### config.mk
export PLATFORM = sky130hd
export DESIGN_NAME = alu2_seq_frontend
export DESIGN_NICKNAME = d
export VERILOG_FILES = /design/src/rtl/alu2_seq_pkg.sv /design/src/rtl/alu2_rsp_fifo.sv /design/src/rtl/alu2_seq_frontend.sv
export SDC_FILE = /design/constraint.sdc
export NUM_CORES = 1
export LEC_CHECK = 0
export BUFFER_PORTS_ARGS = -buffer_cell sky130_fd_sc_hd__buf_2
export CAP_MARGIN = 0
export CORE_MARGIN = 10
export CORE_UTILIZATION = 55
export DETAILED_ROUTE_END_ITERATION = 6
export PLACE_DENSITY = 0.86
export SETUP_SLACK_MARGIN = 0.4
export SKIP_CTS_REPAIR_TIMING = 1
export SYNTH_ARGS = -nofsm -noshare
export SYNTH_HDL_FRONTEND = slang
export SYNTH_SLANG_ARGS = --single-unit
export TNS_END_PERCENT = 20
### constraint.sdc
create_clock -name clk -period 5.22 [get_ports clk]
set_clock_uncertainty 0.15 [all_clocks]
set_input_delay 0.783 -clock clk [delete_from_list [all_inputs] [get_ports clk]]
set_output_delay 0.783 -clock clk [all_outputs]
set_load 0.02 [all_outputs]
### src/rtl/alu2_seq_pkg.sv
// Shared types and widths for the sequential ALU front end.
package alu2_seq_pkg;

    typedef enum logic [1:0] {
        StIdle,
        StSettle,
        StCapture
    } state_e;

    localparam int unsigned ALU_IN_W  = 10;
    localparam int unsigned ALU_OUT_W = 6;
    localparam int unsigned OPCNT_W   = 16;
    localparam int unsigned SETTLE_W  = 4;

    function automatic logic calc_parity(input logic [ALU_OUT_W-1:0] data);
        return ^data;
    endfunction

endpackage

### src/rtl/alu2_rsp_fifo.sv
// Pointer/count response FIFO; head entry is presented straight from storage flops.
module alu2_rsp_fifo #(
    parameter int unsigned WIDTH = 6,
    parameter int unsigned DEPTH = 2,
    localparam int unsigned PTR_W = (DEPTH > 1) ? $clog2(DEPTH) : 1,
    localparam int unsigned CNT_W = $clog2(DEPTH + 1)
) (
    input  logic             clk,
    input  logic             rst,
    input  logic             push,
    input  logic [WIDTH-1:0] push_data,
    input  logic             pop,
    output logic [CNT_W-1:0] count,
    output logic             not_empty,
    output logic [WIDTH-1:0] head_data
);

    logic [WIDTH-1:0] mem_q [DEPTH];
    logic [WIDTH-1:0] mem_d [DEPTH];
    logic [PTR_W-1:0] wr_ptr_q, wr_ptr_d;
    logic [PTR_W-1:0] rd_ptr_q, rd_ptr_d;
    logic [CNT_W-1:0] count_q, count_d;
    logic             pop_eff;

    // Pops against an empty FIFO are dropped.
    assign pop_eff = pop && (count_q != '0);

    always_comb begin
        mem_d    = mem_q;
        wr_ptr_d = wr_ptr_q;
        rd_ptr_d = rd_ptr_q;
        count_d  = count_q + CNT_W'(push) - CNT_W'(pop_eff);
        if (push) begin
            mem_d[wr_ptr_q] = push_data;
            wr_ptr_d        = wr_ptr_q + PTR_W'(1);
        end
        if (pop_eff) begin
            rd_ptr_d = rd_ptr_q + PTR_W'(1);
        end
    end

    always_ff @(posedge clk or posedge rst) begin
        if (rst) begin
            mem_q    <= '{default: '0};
            wr_ptr_q <= '0;
            rd_ptr_q <= '0;
            count_q  <= '0;
        end else begin
            mem_q    <= mem_d;
            wr_ptr_q <= wr_ptr_d;
            rd_ptr_q <= rd_ptr_d;
            count_q  <= count_d;
        end
    end

    assign count     = count_q;
    assign not_empty = (count_q != '0);
    assign head_data = mem_q[rd_ptr_q];

endmodule

### src/rtl/alu2_seq_frontend.sv
// Registers operands into the ALU cone, waits a settle window, captures the result into a FIFO.
// Optional ALU2_SEQ_PARITY_EN adds a per-entry parity bit on rsp_parity.
module alu2_seq_frontend
    import alu2_seq_pkg::*;
#(
    parameter int unsigned SETTLE_CYCLES = 1,
    parameter int unsigned RSP_DEPTH     = 2
) (
    input  logic                 clk,
    input  logic                 rst,
    input  logic                 req_valid,
    output logic                 req_ready,
    input  logic [ALU_IN_W-1:0]  req_operand,
    output logic [ALU_IN_W-1:0]  alu_pi,
    input  logic [ALU_OUT_W-1:0] alu_po,
    output logic                 rsp_valid,
    input  logic                 rsp_ready,
    output logic [ALU_OUT_W-1:0] rsp_data,
    output logic [OPCNT_W-1:0]   op_count,
    output logic                 busy
`ifdef ALU2_SEQ_PARITY_EN
    ,
    output logic                 rsp_parity
`endif
);

    localparam int unsigned CNT_W = $clog2(RSP_DEPTH + 1);
`ifdef ALU2_SEQ_PARITY_EN
    localparam int unsigned FIFO_W = ALU_OUT_W + 1;
`else
    localparam int unsigned FIFO_W = ALU_OUT_W;
`endif

    state_e                state_q, state_d;
    logic [ALU_IN_W-1:0]   alu_pi_q, alu_pi_d;
    logic [SETTLE_W-1:0]   settle_cnt_q, settle_cnt_d;
    logic [OPCNT_W-1:0]    op_count_q, op_count_d;
    logic                  push;
    logic [FIFO_W-1:0]     push_word;
    logic [FIFO_W-1:0]     head_word;
    logic [CNT_W-1:0]      fifo_count;

    always_comb begin
        state_d      = state_q;
        alu_pi_d     = alu_pi_q;
        settle_cnt_d = settle_cnt_q;
        op_count_d   = op_count_q;
        push         = 1'b0;
        req_ready    = 1'b0;
        unique case (state_q)
            StIdle: begin
                // Space is reserved at accept so the later capture can never overflow.
                req_ready = (fifo_count < RSP_DEPTH[CNT_W-1:0]);
                if (req_valid && req_ready) begin
                    alu_pi_d     = req_operand;
                    settle_cnt_d = SETTLE_W'(SETTLE_CYCLES - 1);
                    state_d      = StSettle;
                end
            end
            StSettle: begin
                if (settle_cnt_q == '0) begin
                    state_d = StCapture;
                end else begin
                    settle_cnt_d = settle_cnt_q - SETTLE_W'(1);
                end
            end
            StCapture: begin
                push       = 1'b1;
                op_count_d = op_count_q + OPCNT_W'(1);
                state_d    = StIdle;
            end
            default: state_d = StIdle;
        endcase
    end

    always_ff @(posedge clk or posedge rst) begin
        if (rst) begin
            state_q      <= StIdle;
            alu_pi_q     <= '0;
            settle_cnt_q <= '0;
            op_count_q   <= '0;
        end else begin
            state_q      <= state_d;
            alu_pi_q     <= alu_pi_d;
            settle_cnt_q <= settle_cnt_d;
            op_count_q   <= op_count_d;
        end
    end

`ifdef ALU2_SEQ_PARITY_EN
    assign push_word  = {calc_parity(alu_po), alu_po};
    assign rsp_parity = head_word[ALU_OUT_W];
`else
    assign push_word  = alu_po;
`endif

    alu2_rsp_fifo #(
        .WIDTH(FIFO_W),
        .DEPTH(RSP_DEPTH)
    ) u_fifo (
        .clk      (clk),
        .rst      (rst),
        .push     (push),
        .push_data(push_word),
        .pop      (rsp_ready),
        .count    (fifo_count),
        .not_empty(rsp_valid),
        .head_data(head_word)
    );

    assign rsp_data = head_word[ALU_OUT_W-1:0];
    assign alu_pi   = alu_pi_q;
    assign op_count = op_count_q;
    assign busy     = (state_q != StIdle);

endmodule

# After elaboration in Yosys (flattened, before gate mapping)
# Index checks and enable logic that the tools add are counted.
# Widths: inputs -> output; s select.
[classes]
n_addsub = 6
n_reduce_logical = 11
n_lt_le_gt_ge = 4
n_eq_ne = 5
mux = 14
bitwise_logic = 2
[ops]
columns = ["operator", "n"]
rows = [
  ["$mux 6", 4],
  ["$add 16x1->16 const B", 1],
  ["$bwmux 12", 1],
  ["$mux 4", 2],
  ["$pmux 4 s2", 1],
  ["$demux 6 s1", 1],
  ["$ne 2x2->1 const B", 3],
  ["$reduce_bool 2->1", 3],
  ["$ge 2x2->1 const B", 2],
  ["$logic_not 4->1", 1],
  ["$mux 2", 2],
  ["$not 1->2", 2],
  ["$pmux 2 s2", 1],
  ["$reduce_and 2->1", 2],
  ["$sub 4x1->4 const B", 1],
  ["$logic_and 1x1->1", 3],
  ["$reduce_and 3->1", 1],
  ["$add 1x1->1 const B", 2],
  ["$add 2x1->2", 1],
  ["$eq 2x1->1 const B", 1],
  ["$eq 2x2->1 const B", 1],
  ["$logic_not 2->1", 1],
  ["$lt 2x1->1 const B", 1],
  ["$lt 2x2->1 const B", 1],
  ["2 further kinds", 3],
]
[totals]
out_inout_bits = 35
wordCells = 51
in_bits = 20
register_bits = 48

# Logic depth before layout (Yosys ltp)
# Gate-level depths: netlist (run 1).
[depth]
depth_word = 6
depth_mapped = 7
ltp_nobuf = 7

# Cells and area by module
# A second synthesis (run 1) with hierarchy kept.
[unflattened]
cells_unflattened = 159
area_unflattened_um2 = 2112.0
[modules_own_cells]
columns = ["mod", "cells_per_inst", "seq_area_each_um2", "area_per_inst_um2", "instances"]
rows = [
  ["alu2_seq_frontend", 110, 800.8, 1400.1, 1],
  ["alu2_rsp_fifo", 49, 400.4, 711.9, 1],
]

# Worst setup path before layout (run 1)
# Ideal clock, no wire load.
[synth_path]
kind = "reg2out"
start = "register u_fifo.rd_ptr_q"
end = "output rsp_data[0]"
path_buffers = 1
required_ns = 4.287
path_stages_with_launch = 3
t_arrival_ns = 0.979
path_slack_ns = 3.308
path_cell_list = "dfrtp_1 clkbuf_1 mux2_2"
[synth_between]
elab_chain_cells = 4
[synth_lines]
columns = ["item", "line_no", "rtl"]
rows = [
  ["from (decl)", "alu2_rsp_fifo.sv:21", "logic [PTR_W-1:0] rd_ptr_q, rd_ptr_d;"],
  ["from (signal assigned)", "alu2_rsp_fifo.sv:51", "rd_ptr_q <= rd_ptr_d;"],
  ["$not 1->2 (implied by the code)", "alu2_rsp_fifo.sv:58", "assign head_data = mem_q[rd_ptr_q];"],
  ["$mux 6 (implied by the code) (3 in a row)", "alu2_rsp_fifo.sv:58", ""],
  ["to (decl)", "alu2_seq_frontend.sv:18", "output logic [ALU_OUT_W-1:0] rsp_data,"],
]
# No other way between the ends. The select of a mux whose other input is x is not followed.

# Worst setup path after layout (run 1)
[layout_path]
start = "register u_fifo.rd_ptr_q"
end = "output rsp_data[4]"
# Same word-level chain as after synthesis.

==> summary.md, run 1 <==
| Metric | Value |
|---|---|
| Slew Limit Headroom | `35.9%` |
| Post-route setup TNS | `0 ns` |
| Register area share after synthesis | `55.3%` |
| FF/Latch Area | `1200 um2` |
| YS warnings | `0` |
| Routed Antenna Nets | `0` |
| Clock Tree Root | `clkbuf_8` |
| CTS HTree Levels | `2` |
| Final Max Slew Viols | `0` |
| Netlist cell types | `30` |
| Post-synth net total | `185` |
| Std cell rows | `22` |
| CP Data Arrival Time | `1.38 ns` |
| Via Count | `1347` |
| All-Layer GR Usage | `12.3%` |
| CP max FO | `7` |
| Clk_lat worst skew | `0.29 ns` |
| Cell area power density | `568 nW/um2` |
| Pwr Total | `1.46 mW` |
| Final worst setup slack | `2.90 ns` |
| Xor and xnor area share after synthesis | `8.47%` |
| Hold Path Depth | `1` |
| Diode count | `0` |
| Peak supply drop | `0.339 mV` |
| Area of the multi-input gates | `907 um2` |
| Register bit total from synthesis | `48` |
| Synth Area in Simple Gates | `13.2%` |
| Area Growth Syn to Fin | `18.1%` |
| Commonest non-fill, non-tap cell in the layout | `buf_2` |
| WS Path Type | `reg -> out` |
| TritonCTS clock tree | `built` |
| Most frequent cells in the layout | `buf_2, dfrtp_1, mux2_2` |
| Post-synthesis instance total | `161` |
| Routability Congestion | `0.784` |
| Worst-case reg-to-reg path depth | `3` |
| Main combinational cell family by area after synthesis | `multiplexers` |
| Critical path launch point | `u_fifo.rd_ptr_q$_DFFE_PP0P_` |
| Synth Area in Compound Gates | `0.346%` |
| Pin count of the biggest net entering global routing | `49` |
| Layout cells sized above 1 | `48.4%` |
| Die Height | `82.8 um` |
| Leak | `1.27 nW` |
| Initial antenna violation count | `0` |
| Gr ovfl total | `0` |
| Die ar. | `6860 um2` |
| First-pass GRT wire length | `7160 um` |
| Mux cell area share after synthesis | `17.5%` |
| Status | `finished, final reports clean` |
| Clk buf depth | `2` |
| First DRT Iteration DRCs | `66` |
| Vias in the first global route | `1535` |
| Netlist Area Pre-Place | `2170 um2` |
| Synth Area in Adders | `2.30%` |
| Fin crit share | `44.4%` |
| Max Cap Viol | `0` |
| Fmax | `432 MHz` |
| Crit Reg-Reg Startpoint | `state_q[1]$_DFFE_PP0P_` |
| Nets | `242` |
| Hold Violations, Final | `0` |
| Post-layout util | `68.5%` |
| Worst-path clk slew | `0.08 ns` |
| Post-Route Hold Slack | `0.312 ns` |
| Initial Utilization | `58.0%` |
| Fin crit period | `2.32 ns` |
| Mean Syn Cell Area | `13.5 um2` |
| RSZ-0062 raised after global routing | `false` |
| Drt total wl | `4170 um` |
| IO Port Bufs | `54` |
| Chip width | `82.8 um` |
| Crit end category | `primary output` |
| 1st-pass router iterations | `2` |
| CTS Buf Count | `5` |
| DR vias/cell | `5.04` |
| Area of the core | `3740 um2` |
| CP Data Required Time | `4.29 ns` |
| Hold Crit Class | `reg -> reg` |
| Least-Margin Pin Slew | `0.959 ns` |
| I/O pin count | `55` |
| DR WL/cell | `15.6 um` |
| Filler cells | `296` |
| Startpoint Class | `flip-flop` |
| DP Wirelength | `3240 um` |
| # DRC | `0` |
| Final Setup Violations | `0` |
| Hold Path Origin | `op_count[15]$_DFFE_PP0N_` |
| Clock Sinks | `48` |
| Pre-CTS setup slack | `3.08 ns` |
-- routing by layer --
metal	vias to the layer above	track usage, %	share of wire (%)
met5	-	0	0
met4	0	4.15	1.4
met3	7	5.08	7.2
met2	33	21.4	51
met1	655	13.0	40
li1	652	-	-
-- stage by stage --
stage / cells / area (um2)
6_report: 267 / 2560
5_1_grt: 267 / 2560
3_5_place_dp: 259 / 2470
4_1_cts: 267 / 2560
3_3_place_gp: 259 / 2470
2_1_floorplan: 161 / 2170
-- report_power, final --
group / internal (mW) / switching (mW)
registers: 0.510 / 0.108
logic: 0.302 / 0.316
clock network: 0.106 / 0.115
total: 0.918 / 0.539
-- Yosys cell counts (all sizes together) --
| master | number | area, um2 |
|---|---|---|
| dfrtp | 48 | 1200 |
| mux2 | 31 | 379 |
| xnor2 | 11 | 96.3 |
| xor2 | 10 | 87.6 |
| inv | 9 | 33.8 |
| nor2 | 7 | 26.3 |
| nor3 | 7 | 65.1 |
| nand3 | 6 | 35.0 |
| nand2 | 5 | 18.8 |
| ha | 4 | 50.1 |
| and2 | 3 | 18.8 |
| buf | 3 | 26.3 |
| nand4 | 3 | 33.8 |
| nor2b | 2 | 12.5 |
| or2 | 2 | 12.5 |
| a21o | 1 | 7.51 |
| and2b | 1 | 7.51 |
| and3 | 1 | 6.26 |
| and3b | 1 | 10.0 |
| and4 | 1 | 8.76 |
| clkbuf | 1 | 3.75 |
| nand2b | 1 | 6.26 |
| nand3b | 1 | 7.51 |
| or3 | 1 | 6.26 |
| or3b | 1 | 11.3 |
-- critical path, stage by stage, from the launching register on --
cell and delay (ns):
dfrtp_1 0.54, mux2_2 0.39, buf_2 0.16
-- layout make-up --
type | count | share of cell area [%]
sequential | 48 | 46.8
multi-input combinational | 100 | 35.4
timing repair buffer | 54 | 10.5
clock buffer | 6 | 3.22
tap | 48 | 2.34
inverter | 9 | 1.32
clock inverter | 2 | 0.390
-- state kept, by name (all words and copies together) (netlist names) --
register and cells:
op_count 16, u_fifo.mem_q 12, alu_pi 10, settle_cnt_q 4, state_q 2, u_fifo.count 2
u_fifo.rd_ptr_q 1, u_fifo.wr_ptr_q 1
-- final timing paths --
check / end / slack, ns
max in group asynchronous: op_count[5]$_DFFE_PP0N_ / 3.76
min in group asynchronous: state_q[1]$_DFFE_PP0P_ / 0.55
max: rsp_data[4] / 2.90
max reg2reg: u_fifo.mem_q[6]$_DFFE_PP0P_ / 3.20
min: op_count[15]$_DFFE_PP0N_ / 0.31
min reg2reg: op_count[15]$_DFFE_PP0N_ / 0.31
-- cells by family (layout without fill, tap and decap cells) --
| logic type | after synthesis | in the layout |
|---|---|---|
| DFF | 48 | 48 |
| buffers and inverters | 13 | 71 |
| adders and majority gates | 4 | 4 |
| xor gates and xnor gates | 21 | 21 |
| muxes | 31 | 31 |
| AOI/OAI and AO/OA | 1 | 1 |
| and+or+nand+nor | 43 | 43 |
Power figures use the tool's default switching activity.
==> run 2, diff against run 1 <==
--- a/config.mk
+++ b/config.mk
@@ -8,9 +8,9 @@
 export BUFFER_PORTS_ARGS = -buffer_cell sky130_fd_sc_hd__buf_2
 export CAP_MARGIN = 0
 export CORE_MARGIN = 10
-export CORE_UTILIZATION = 55
+export CORE_UTILIZATION = 52
 export DETAILED_ROUTE_END_ITERATION = 6
-export PLACE_DENSITY = 0.86
+export PLACE_DENSITY = 0.82
 export SETUP_SLACK_MARGIN = 0.4
 export SKIP_CTS_REPAIR_TIMING = 1
 export SYNTH_ARGS = -nofsm -noshare
==> constraint.sdc (replaced) <==
create_clock -name clk -period 2.4 [get_ports clk]
set_clock_uncertainty 0.15 [all_clocks]
set_input_delay 0.36 -clock clk [delete_from_list [all_inputs] [get_ports clk]]
set_output_delay 0.36 -clock clk [all_outputs]
set_load 0.02 [all_outputs]
==> run 2 against run 1 <==
Against the previous run:
- first-iteration DRC count down 56%
- wire length down 0.96%
- design area up 1.9%
- sequential power rose by 120%
- sequential share of layout area decreased by 0.85 points
- global-route usage grew 0.059 points
- critical path depth up 5
- count of clock-buffer cells in the layout is the same
- setup slack worse by 2.4 ns
- register-to-register slack got worse by 2.7 ns
- critical path type is now reg -> reg
==> summary.md, run 2 (synthesized netlist as in run 1, its figures left out) <==
| Metric | Value |
|---|---|
| Met3 Resource Use GR | `5.89%` |
| Startpoint Class | `flip-flop` |
| Final worst setup slack | `0.494 ns` |
| Grt met2 use | `20.2%` |
| GRT busiest layer | `met2` |
| # DRC | `0` |
| Peak supply drop | `0.686 mV` |
| Switch Pwr | `1.17 mW` |
| Routed Antenna Nets | `0` |
| Crit Reg-Reg Startpoint | `u_fifo.count[1]$_DFF_PP0_` |
| Pre-CTS setup slack | `0.497 ns` |
| Area Growth Syn to Fin | `20.3%` |
| Fin crit period | `1.91 ns` |
| CP Data Arrival Time | `1.98 ns` |
| Max reg flops | `16` |
| Vias in the first global route | `1546` |
| Diode count | `0` |
| Fmax | `525 MHz` |
| Worst-path clk slew | `0.09 ns` |
| Pin count of the biggest net entering global routing | `36` |
| Commonest non-fill, non-tap cell in the layout | `buf_2` |
| All-Layer GR Usage | `12.3%` |
| Drt total wl | `4130 um` |
| Met1 GRT Util | `13.8%` |
| Area of the core | `4030 um2` |
| Leak | `1.30 nW` |
| CP max FO | `3` |
| IO Port Bufs | `54` |
| TritonCTS clock tree | `built` |
| Hold Crit Class | `in -> async` |
| Comb pwr share | `41.5%` |
| Max Cap Viol | `0` |
| Filler cells | `318` |
| Crit end category | `flip-flop` |
| Crit path to | `u_fifo.count[1]$_DFF_PP0_` |
| Clk buf depth | `2` |
| DR WL/cell | `15.1 um` |
| Routability Congestion | `0.766` |
| Design area | `2610 um2` |
| DP Wirelength | `3110 um` |
| Die Height | `84.6 um` |
| Final Max Slew Viols | `0` |
| Chip width | `84.6 um` |
| Slew Limit Headroom | `51.0%` |
| Pwr Total | `3.26 mW` |
| Nets | `246` |
| Sequential share of power | `41.0%` |
| R2R Path End | `u_fifo.count[1]$_DFF_PP0_` |
| Sw frac | `36.0%` |
| Layout cells sized above 1 | `48.9%` |
| 1st-pass router iterations | `4` |
| Via Count | `1378` |
| WS Path Type | `reg -> reg` |
| CTS Buf Count | `5` |
| Initial antenna violation count | `0` |
| Die ar. | `7160 um2` |
| Clk pwr share | `17.5%` |
| Reg2Reg Setup Slack | `0.49 ns` |
| Critical path launch point | `u_fifo.count[1]$_DFF_PP0_` |
| Fin crit share | `79.4%` |
| Std cell rows | `23` |
| First-pass GRT wire length | `7310 um` |
| DR vias/cell | `5.05` |
| Clk_lat worst skew | `0.30 ns` |
| First DRT Iteration DRCs | `29` |
| Cell-internal power | `2.09 mW` |
| Post-layout util | `64.8%` |
| Hold Violations, Final | `0` |
| Post-route setup TNS | `0 ns` |
| Clock Tree Root | `clkbuf_8` |
| Least-Margin Pin Slew | `0.735 ns` |
| Worst-case reg-to-reg path depth | `7` |
| Initial Utilization | `53.9%` |
| Status | `finished, final reports clean` |
| CP Data Required Time | `2.47 ns` |
| CTS HTree Levels | `2` |
| Clock Sinks | `48` |
| Cell area power density | `1250 nW/um2` |
| Cell Area, Placed | `2500 um2` |
| Most frequent cells in the layout | `buf_2, dfrtp_1, mux2_2` |
| Gr ovfl total | `0` |
| Final Setup Violations | `0` |
| I/O pin count | `55` |
| RSZ-0062 raised after global routing | `false` |
## run 2: cell count changes in the layout (fill, tap and decap cells not counted)
cell       previous run  this run
clkbuf_8              6         5
clkbuf_1              0         1
clkinv_2              2         1
buf_4                 0         4
bufinv_16             0         1
## run 2: final cells by class
cell class                      count  area, um2  area share, %
Clock buffer                        6       72.6           2.78
Clock inverter                      2       35.0           1.34
Inverter                            9       33.8           1.29
Multi-Input combinational cell    100        907           34.7
Sequential cell                    48       1200           46.0
Tap cell                           50       62.6           2.39
Timing Repair Buffer               58        300           11.5
## run 2: how the worst min path moves through the flow
stage	start	end	slack [ns]	cells past startpoint
2_1_floorplan	u_fifo.wr_ptr_q$_DFFE_PP0N_	u_fifo.wr_ptr_q$_DFFE_PP0N_	0.31	1
3_3_place_gp	op_count[15]$_DFFE_PP0N_	op_count[15]$_DFFE_PP0N_	0.30	1
3_5_place_dp	op_count[15]$_DFFE_PP0N_	op_count[15]$_DFFE_PP0N_	0.30	1
4_1_cts	rst	alu_pi[7]$_DFFE_PP0P_	0.05	2
5_1_grt	rst	u_fifo.mem_q[9]$_DFFE_PP0P_	0.09	2
6_report	rst	u_fifo.mem_q[9]$_DFFE_PP0P_	0.03	2
## run 2: power groups by stage
stage | Combinational, mW | Sequential [mW] | Clock, mW
after floorplan | 0.898 | 1.44 | 0
after global placement | 1.34 | 1.34 | 0
after detailed placement | 1.38 | 1.35 | 0
after CTS | 1.38 | 1.34 | 0.590
after global routing | 1.49 | 1.39 | 0.620
final | 1.35 | 1.34 | 0.572
## run 2: metrics by stage
stage / hold WS [ns] / cells
finish: 0.0280 / 273
global route: 0.0866 / 273
CTS: 0.0463 / 273
detailed placement: 0.303 / 265
global placement: 0.301 / 265
floorplan: 0.306 / 161
## run 2: per-layer routing
metal | vias up | routed length (um)
li1 | 664 | -
met1 | 673 | 1770
met2 | 36 | 1940
met3 | 5 | 349
met4 | 0 | 62
met5 | - | 0
## run 2: worst max-delay path, cell delays in order, from the launching register on
cell and delay [ns]:
dfrtp_1 0.42, or2_2 0.29, and2_1 0.18, ha_1 0.27
inv_1 0.04, ha_1 0.18, xnor2_1 0.17, xnor2_1 0.13
